$ cat src/rtl/traffic_pkg.sv
// Shared types and default timing for the intersection scheduler.
package traffic_pkg;

  localparam int unsigned MIN_GREEN_DEF = 4;
  localparam int unsigned MAX_GREEN_DEF = 12;
  localparam int unsigned YELLOW_T_DEF  = 2;
  localparam int unsigned ALLRED_T_DEF  = 1;
  localparam int unsigned WALK_T_DEF    = 6;
  localparam int unsigned TW_DEF        = 4;
  localparam int unsigned FLASH_HALF    = 8;

  typedef enum logic [2:0] {
    ALL_RED   = 3'd0,
    NS_GREEN  = 3'd1,
    NS_YELLOW = 3'd2,
    EW_GREEN  = 3'd3,
    EW_YELLOW = 3'd4,
    WALK      = 3'd5,
    FLASH     = 3'd6
  } state_e;

  typedef enum logic {
    DIR_NS = 1'b0,
    DIR_EW = 1'b1
  } dir_e;

  typedef struct packed {
    logic ns_red;
    logic ns_yellow;
    logic ns_green;
    logic ew_red;
    logic ew_yellow;
    logic ew_green;
    logic walk;
  } lamps_t;

  localparam lamps_t LAMPS_ALL_RED = 7'b100_100_0;

  // Lamp pattern shown while in state s; flash_on only matters in FLASH.
  function automatic lamps_t lamps_for(input state_e s, input logic flash_on);
    lamps_t l;
    l = '0;
    case (s)
      NS_GREEN:  begin l.ns_green  = 1'b1; l.ew_red    = 1'b1; end
      NS_YELLOW: begin l.ns_yellow = 1'b1; l.ew_red    = 1'b1; end
      EW_GREEN:  begin l.ns_red    = 1'b1; l.ew_green  = 1'b1; end
      EW_YELLOW: begin l.ns_red    = 1'b1; l.ew_yellow = 1'b1; end
      WALK:      begin l.ns_red    = 1'b1; l.ew_red    = 1'b1; l.walk = 1'b1; end
      FLASH:     begin l.ns_yellow = flash_on; l.ew_red = flash_on; end
      default:   begin l.ns_red    = 1'b1; l.ew_red    = 1'b1; end
    endcase
    return l;
  endfunction

endpackage

$ cat src/rtl/phase_timer.sv
// Saturating TW-bit phase counter with synchronous clear and a terminal-value compare.
module phase_timer #(
  parameter int unsigned TW = 4
) (
  input  logic          clk,
  input  logic          rst,
  input  logic          clr,
  input  logic [TW-1:0] term,
  output logic [TW-1:0] count,
  output logic          done_c
);

  always_ff @(posedge clk or negedge rst) begin
    if (!rst) begin
      count <= '0;
    end else if (clr) begin
      count <= '0;
    end else if (count != {TW{1'b1}}) begin
      count <= count + TW'(1);
    end
  end

  assign done_c = (count == term);

endmodule

$ cat src/rtl/intersection_scheduler.sv
// Demand-driven NS/EW signal sequencer with pedestrian walk phase.
// Optional night flashing mode is enabled by defining NIGHT_FLASH_EN.
module intersection_scheduler
  import traffic_pkg::*;
#(
  parameter int unsigned MIN_GREEN = MIN_GREEN_DEF,
  parameter int unsigned MAX_GREEN = MAX_GREEN_DEF,
  parameter int unsigned YELLOW_T  = YELLOW_T_DEF,
  parameter int unsigned ALLRED_T  = ALLRED_T_DEF,
  parameter int unsigned WALK_T    = WALK_T_DEF,
  parameter int unsigned TW        = TW_DEF
) (
  input  logic clk,
  input  logic rst,
  input  logic ns_car,
  input  logic ew_car,
  input  logic ped_btn,
`ifdef NIGHT_FLASH_EN
  input  logic night,
`endif
  output logic ns_red,
  output logic ns_yellow,
  output logic ns_green,
  output logic ew_red,
  output logic ew_yellow,
  output logic ew_green,
  output logic walk,
  output logic ped_wait
);

  localparam logic [TW-1:0] T_MING   = TW'(MIN_GREEN - 1);
  localparam logic [TW-1:0] T_MAXG   = TW'(MAX_GREEN - 1);
  localparam logic [TW-1:0] T_YELLOW = TW'(YELLOW_T - 1);
  localparam logic [TW-1:0] T_ALLRED = TW'(ALLRED_T - 1);
  localparam logic [TW-1:0] T_WALK   = TW'(WALK_T - 1);

  state_e        state, next_state;
  dir_e          next_dir, next_dir_n;
  logic          ped_pend, ped_pend_n;
  logic          from_walk, from_walk_n;
  logic [TW-1:0] tcount, tterm;
  logic          tdone;
  logic          green_open;
  logic          night_req;
  logic          flash_on_n;
  lamps_t        lamps, lamps_n;

  phase_timer #(.TW(TW)) u_timer (
    .clk    (clk),
    .rst    (rst),
    .clr    (next_state != state),
    .term   (tterm),
    .count  (tcount),
    .done_c (tdone)
  );

  // Terminal count for the fixed-length phases; greens use green_open instead.
  always_comb begin
    tterm = T_MING;
    case (state)
      ALL_RED:              tterm = T_ALLRED;
      NS_YELLOW, EW_YELLOW: tterm = T_YELLOW;
      WALK:                 tterm = T_WALK;
      default:              tterm = T_MING;
    endcase
  end

  // Past MIN_GREEN any request ends green, so the MAX_GREEN bound is always covered.
  assign green_open = (tcount >= T_MING) || (tcount >= T_MAXG);

`ifdef NIGHT_FLASH_EN
  logic          flash_on;
  logic [TW-1:0] fcount;
  logic          fdone;
  logic          unused_fcount;

  phase_timer #(.TW(TW)) u_flash (
    .clk    (clk),
    .rst    (rst),
    .clr    ((state != FLASH) || fdone),
    .term   (TW'(FLASH_HALF - 1)),
    .count  (fcount),
    .done_c (fdone)
  );

  assign unused_fcount = ^fcount;
  assign night_req     = night;

  always_comb begin
    flash_on_n = 1'b0;
    if (next_state == FLASH) begin
      if (state != FLASH) flash_on_n = 1'b1;
      else if (fdone)     flash_on_n = ~flash_on;
      else                flash_on_n = flash_on;
    end
  end

  always_ff @(posedge clk or negedge rst) begin
    if (!rst) flash_on <= 1'b0;
    else      flash_on <= flash_on_n;
  end
`else
  assign night_req  = 1'b0;
  assign flash_on_n = 1'b0;
`endif

  // Next-state, direction and pedestrian bookkeeping.
  always_comb begin
    next_state = state;
    next_dir_n = next_dir;
    case (state)
      ALL_RED: begin
        if (tdone) begin
          if (ped_pend && !from_walk)  next_state = WALK;
          else if (next_dir == DIR_NS) next_state = NS_GREEN;
          else                         next_state = EW_GREEN;
          if (night_req)               next_state = FLASH;
        end
      end
      NS_GREEN: begin
        if (green_open && (ew_car || ped_pend || night_req)) begin
          next_state = NS_YELLOW;
          next_dir_n = DIR_EW;
        end
      end
      EW_GREEN: begin
        if (green_open && (ns_car || ped_pend || night_req)) begin
          next_state = EW_YELLOW;
          next_dir_n = DIR_NS;
        end
      end
      NS_YELLOW, EW_YELLOW, WALK: begin
        if (tdone) next_state = ALL_RED;
      end
      FLASH: begin
        if (!night_req) begin
          next_state = ALL_RED;
          next_dir_n = DIR_NS;
        end
      end
      default: next_state = ALL_RED;
    endcase
  end

  // A press on the walk-entry edge survives the clear and waits for the next walk.
  assign ped_pend_n  = ped_btn || (ped_pend && !((next_state == WALK) && (state != WALK)));
  assign from_walk_n = (next_state == ALL_RED) &&
                       ((state == WALK) || ((state == ALL_RED) && from_walk));
  assign lamps_n     = lamps_for(next_state, flash_on_n);

  always_ff @(posedge clk or negedge rst) begin
    if (!rst) begin
      state     <= ALL_RED;
      next_dir  <= DIR_NS;
      ped_pend  <= 1'b0;
      from_walk <= 1'b0;
      lamps     <= LAMPS_ALL_RED;
    end else begin
      state     <= next_state;
      next_dir  <= next_dir_n;
      ped_pend  <= ped_pend_n;
      from_walk <= from_walk_n;
      lamps     <= lamps_n;
    end
  end

  assign ns_red    = lamps.ns_red;
  assign ns_yellow = lamps.ns_yellow;
  assign ns_green  = lamps.ns_green;
  assign ew_red    = lamps.ew_red;
  assign ew_yellow = lamps.ew_yellow;
  assign ew_green  = lamps.ew_green;
  assign walk      = lamps.walk;
  assign ped_wait  = ped_pend;

endmodule

$ cat config.mk
export PLATFORM = sky130hd
export DESIGN_NAME = intersection_scheduler
export DESIGN_NICKNAME = d
export VERILOG_FILES = /design/src/rtl/traffic_pkg.sv /design/src/rtl/phase_timer.sv /design/src/rtl/intersection_scheduler.sv
export SDC_FILE = /design/constraint.sdc
export NUM_CORES = 1
export LEC_CHECK = 0
export ABC_AREA = 1
export CORE_UTILIZATION = 53
export CTS_CLUSTER_SIZE = 8
export DETAILED_ROUTE_END_ITERATION = 6
export GPL_ROUTABILITY_DRIVEN = 0
export GPL_TIMING_DRIVEN = 0
export PLACE_DENSITY = 0.77
export SLEW_MARGIN = 30
export SYNTH_ARGS = -nofsm -noshare
export SYNTH_HDL_FRONTEND = slang
export SYNTH_SLANG_ARGS = --single-unit
export TNS_END_PERCENT = 30
$ cat constraint.sdc
create_clock -name clk -period 2.1 [get_ports clk]
set_clock_uncertainty 0.1 [all_clocks]
set_input_delay 0.315 -clock clk [delete_from_list [all_inputs] [get_ports clk]]
set_output_delay 0.315 -clock clk [all_outputs]
set_load 0.02 [all_outputs]
== Yosys cells after proc, flatten, opt, wreduce, memory -nomap -nowiden ==
Index checks and enable logic that the tools add are counted.
Storage, ports and cells
  flip-flop bits (word level): 17
  input port bits: 5
  output and inout bits: 8
Operators by class
  add/sub/neg operators: 1
  $lt $le $gt $ge: 2
  equality and inequality tests: 18
  mux-type cells: 20
  reductions and logical operators: 23
Operators with widths (count)
  3-bit equality test (second input constant): 6
  3-bit two-way mux: 5
  3-bit by 2-bit equality test with 1-bit output (second input constant): 4
  3-bit case mux with 4 select lines: 1
  1-bit two-way mux: 9
  3-bit case mux with 3 select lines: 1
  3-bit OR reduction: 3
  4-bit two-way mux: 2
  1-bit logical AND: 7
  3-bit by 1-bit equality test with 1-bit output (second input constant): 2
  3-bit logical NOT: 2
  1-bit logical OR: 5
  4-bit by 1-bit adder with 4-bit output (second input constant): 1
  4-bit by 3-bit equality test with 1-bit output: 1
  4-bit by 2-bit >= comparator with 1-bit output (second input constant): 1
  4-bit >= comparator (second input constant): 1
  2-bit != test (second input constant): 2
  4-bit != test (second input constant): 1
  3-bit != test: 1
  3-bit != test (second input constant): 1
  1-bit case mux with 3 select lines: 1
  3-bit AND reduction: 1
  3-bit nonzero test: 1
  1-bit logical NOT: 2
  3 further kinds: 3

== Logic depth before layout (Yosys ltp) ==
  depth after elaboration: 11
  depth in mapped cells: 15
  gate-level depth less buffers: 14

== By module ==
From an unflattened synthesis, not the netlist that was laid out.
Second synthesis, totals
  cell total of the unflattened synthesis: 140
  area total of the unflattened synthesis: 1038.5 um^2
Modules (own cells, without submodules)
  intersection_scheduler: times used 1, cells an instance 99, area each 767.0 um^2, sequential area each 327.8 um^2
  phase_timer: times used 1, cells an instance 41, area each 271.5 um^2, sequential area each 100.1 um^2

== Least setup slack after synthesis ==
Ideal clock, no wire load.
  path type: flip-flop to flip-flop
  start point: register state[2]
  end point: register lamps (netlist bit ew_red)
  data arrival time: 1.531 ns
  data required time: 1.926 ns
  slack: 0.395 ns
  cell stages (with the launch flop): 16
  period minus slack after synthesis: 1.705 ns
  cell sequence: dfrtp_1 -> buf_2 -> inv_2 -> nand2_2 -> nand2_1 -> nand2_1 -> nand2_1 -> nand2_1 -> nor2_2 -> nand2_2 -> nor2_2 -> nor2_2 -> nand2_4 -> nand2_2 -> nor2_4 -> nor2_1
RTL lines
  start, declared: RTL line intersection_scheduler.sv:37  | state_e state, next_state;
  start signal, assigned: RTL line intersection_scheduler.sv:159  | state <= next_state;
  end signal, assigned: RTL line intersection_scheduler.sv:163  | lamps <= lamps_n;
  end, declared: RTL line intersection_scheduler.sv:46  | lamps_t lamps, lamps_n;

==> results.json <==
{
  "std_cell_rows": 15,
  "avgSynthCellArea_um2": 7.47,
  "ys_types": 26,
  "hold_class": "in2async",
  "top_layer_used": "met4",
  "initial_core_util": 0.576,
  "ios": 13,
  "nFillCells": 154,
  "drt_iter0_drc": 19,
  "cts-hold-fix-buffers": 0,
  "cellPowerDensity_mw_per_mm2": 1530,
  "largest_register": "u_timer.count",
  "netlist_instances": 136,
  "die_height_um": 45.8,
  "max_slew_margin": 0.504,
  "core_mm2": 0.00176,
  "synth_common_cells": "32 x nand2_1, 17 x inv_1, 16 x nor2_1",
  "synth_area_leader_cell": "dfrtp_1",
  "wl_met1_um": 953,
  "top_regs": "u_timer.count x4, state x3",
  "overflow": 0,
  "cts.sink_count": 17,
  "antenna_cells": 0,
  "h-tree-depth": 1,
  "crit_required_ps": 2220,
  "synth_nets": 142,
  "grt_antenna_before_repair": 0,
  "crit_path_start_kind": "flop",
  "synth.most_common_cell": "nand2_1",
  "dieWidth_um": 45.8,
  "power_uw": 1870,
  "cts_tree": "built",
  "grt_max_degree": 18,
  "wl_met2_um": 997,
  "fin_nets": 160,
  "ys_ff_latch": 17,
  "clk_path_buf_depth": 2,
  "ys_async_sr_fraction": 1.00,
  "synth.area.top_cells": "dfrtp_1 37%, nand2_1 12%, nand3_1 6.9%, inv_1 6.3%, nor2_1 5.9%",
  "crit_arrival_ps": 2050,
  "drt-wirelength-per-cell_um": 11.3,
  "finalHoldViolCount": 0,
  "routed_wl_mm": 2.02,
  "grt_usage": 0.224,
  "final.setup.tns_ps": 0,
  "synth_edf_count": 0,
  "largest_reg_flops": 4,
  "final_layout_size_suffix_gt1_frac": 0.216,
  "worstSetupEndpointType": "flop",
  "cts_buffers": 3,
  "cap_violations": 0,
  "vias": 892,
  "met3_length_um": 51,
  "yosys.area.top_type_share": 0.369,
  "fmax_mhz": 519,
  "netlist_area_mm2": 0.00102,
  "vias_per_cell": 5.01,
  "grt_pass1_vias": 805,
  "period_needed_ps": 1930,
  "timing.hold.ws_ps": 364,
  "ant_nets": 0,
  "clk_pin_slew_ps": 100,
  "period_share": 0.917,
  "hpwl_mm": 1.61,
  "die_area_mm2": 0.00210,
  "postLayoutCoreUtil": 0.694,
  "grt_pass1_wl_mm": 3.31,
  "p_leak_uw": 0.000616,
  "crit_fanout": 8,
  "io_buffer_count": 12,
  "place_area_mm2": 0.00117,
  "drv_slew": 0,
  "critPathKind": "reg2reg",
  "first_pass_iters": 4,
  "yosysSeqAreaShare": 0.421,
  "area_growth_pct": 20.4,
  "clock-root-buffer": "clkbuf_4",
  "setup_viol": 0,
  "run_status": "finished, final reports clean",
  "drc": 0,
  "ys.flop_type": "dfrtp_1",
  "stdcell_area_mm2": 0.00122,
  "clock_latency_ps": 280,
  "worst_pin_slew_ps": 742,
  "max-vdd-ir-drop_uv": 1010,
  "ys_warn_count": 0
}
-- per-layer routing --
metal | global-route usage | up-vias
met4 | 0.0706 | 0
met3 | 0.0357 | 2
met1 | 0.299 | 416
li1 | - | 464
met2 | 0.371 | 10
met5 | 0 | -
-- cell type report --
class                   count  area (um^2)  share of cell area
plain buffers               1         5.00             0.00409
clock buffers               4         26.3              0.0215
inverters                  19         71.3              0.0583
multi-input cells          99          532               0.435
flip-flops and latches     17          430               0.352
well taps                  25         31.3              0.0256
repair buffers             13          128               0.104
-- metrics by stage --
step,std cells,worst slack (ps)
finish,178,174
global route,178,-3.85
global placement,173,194
floorplan,136,395
CTS,177,145
detailed placement,173,171
-- cell families after synthesis --
kind of cell / count (synthesis) / synth area share
multiplexers: 1 / 0.00985
flip-flops: 17 / 0.421
XOR/XNOR: 1 / 0.00862
adder cells (fa/ha/maj): 1 / 0.0123
buffers and inverters: 20 / 0.0751
AO/OA/AOI/OAI: 10 / 0.0640
AND/OR/NAND/NOR: 86 / 0.409
-- cells in the final DEF, fill, tap and decap left out, types with 2 or more instances in the layout --
cell type,instances
o21ai_0,2
nor2_1,16
nand2_2,8
dfrtp_2,2
dfstp_2,2
inv_1,17
nor2_4,4
dfrtp_1,13
a21oi_1,3
nor3_1,3
nand3_2,2
inv_2,2
nor2_2,4
nand3_1,13
nand2_1,32
clkdlybuf4s50_1,12
clkbuf_4,3
-- report_power, final --
group	switching, uW	internal [uW]
Sequential	82.1	453
Combinational	759	409
Clock	97.2	73.6
Total	938	935
-- critical path, stage by stage, from the launching register on --
cell	delay, ps
dfrtp_1	370
buf_2	170
inv_2	120
nand2_2	100
nand2_1	100
nand2_1	50
nand2_1	60
nand2_1	80
nor2_4	140
nand2_2	80
nor2_2	120
nor2_2	70
nand2_4	80
nand2_2	80
nor2_4	90
nor2_1	50
-- path summary, 6_finish.rpt --
path	start	endpoint	slack, ps	cells past startpoint
worst max-delay path	state[2]	ew_red	170	15
worst min-delay path	rst	state[2]	360	1
worst max register to register	state[2]	ew_red	170	15
worst min register to register	next_dir	next_dir	430	2
max in group asynchronous	rst	u_timer.count[1]	1030	1
min in group clk	next_dir	next_dir	430	2
-- repair_timing --
action                     4_1_cts  5_1_grt
resized for setup                0        6
setup endpoints to repair        0        7
setup buffers                    0        1
Note: power is estimated with default switching activity, not from simulation.
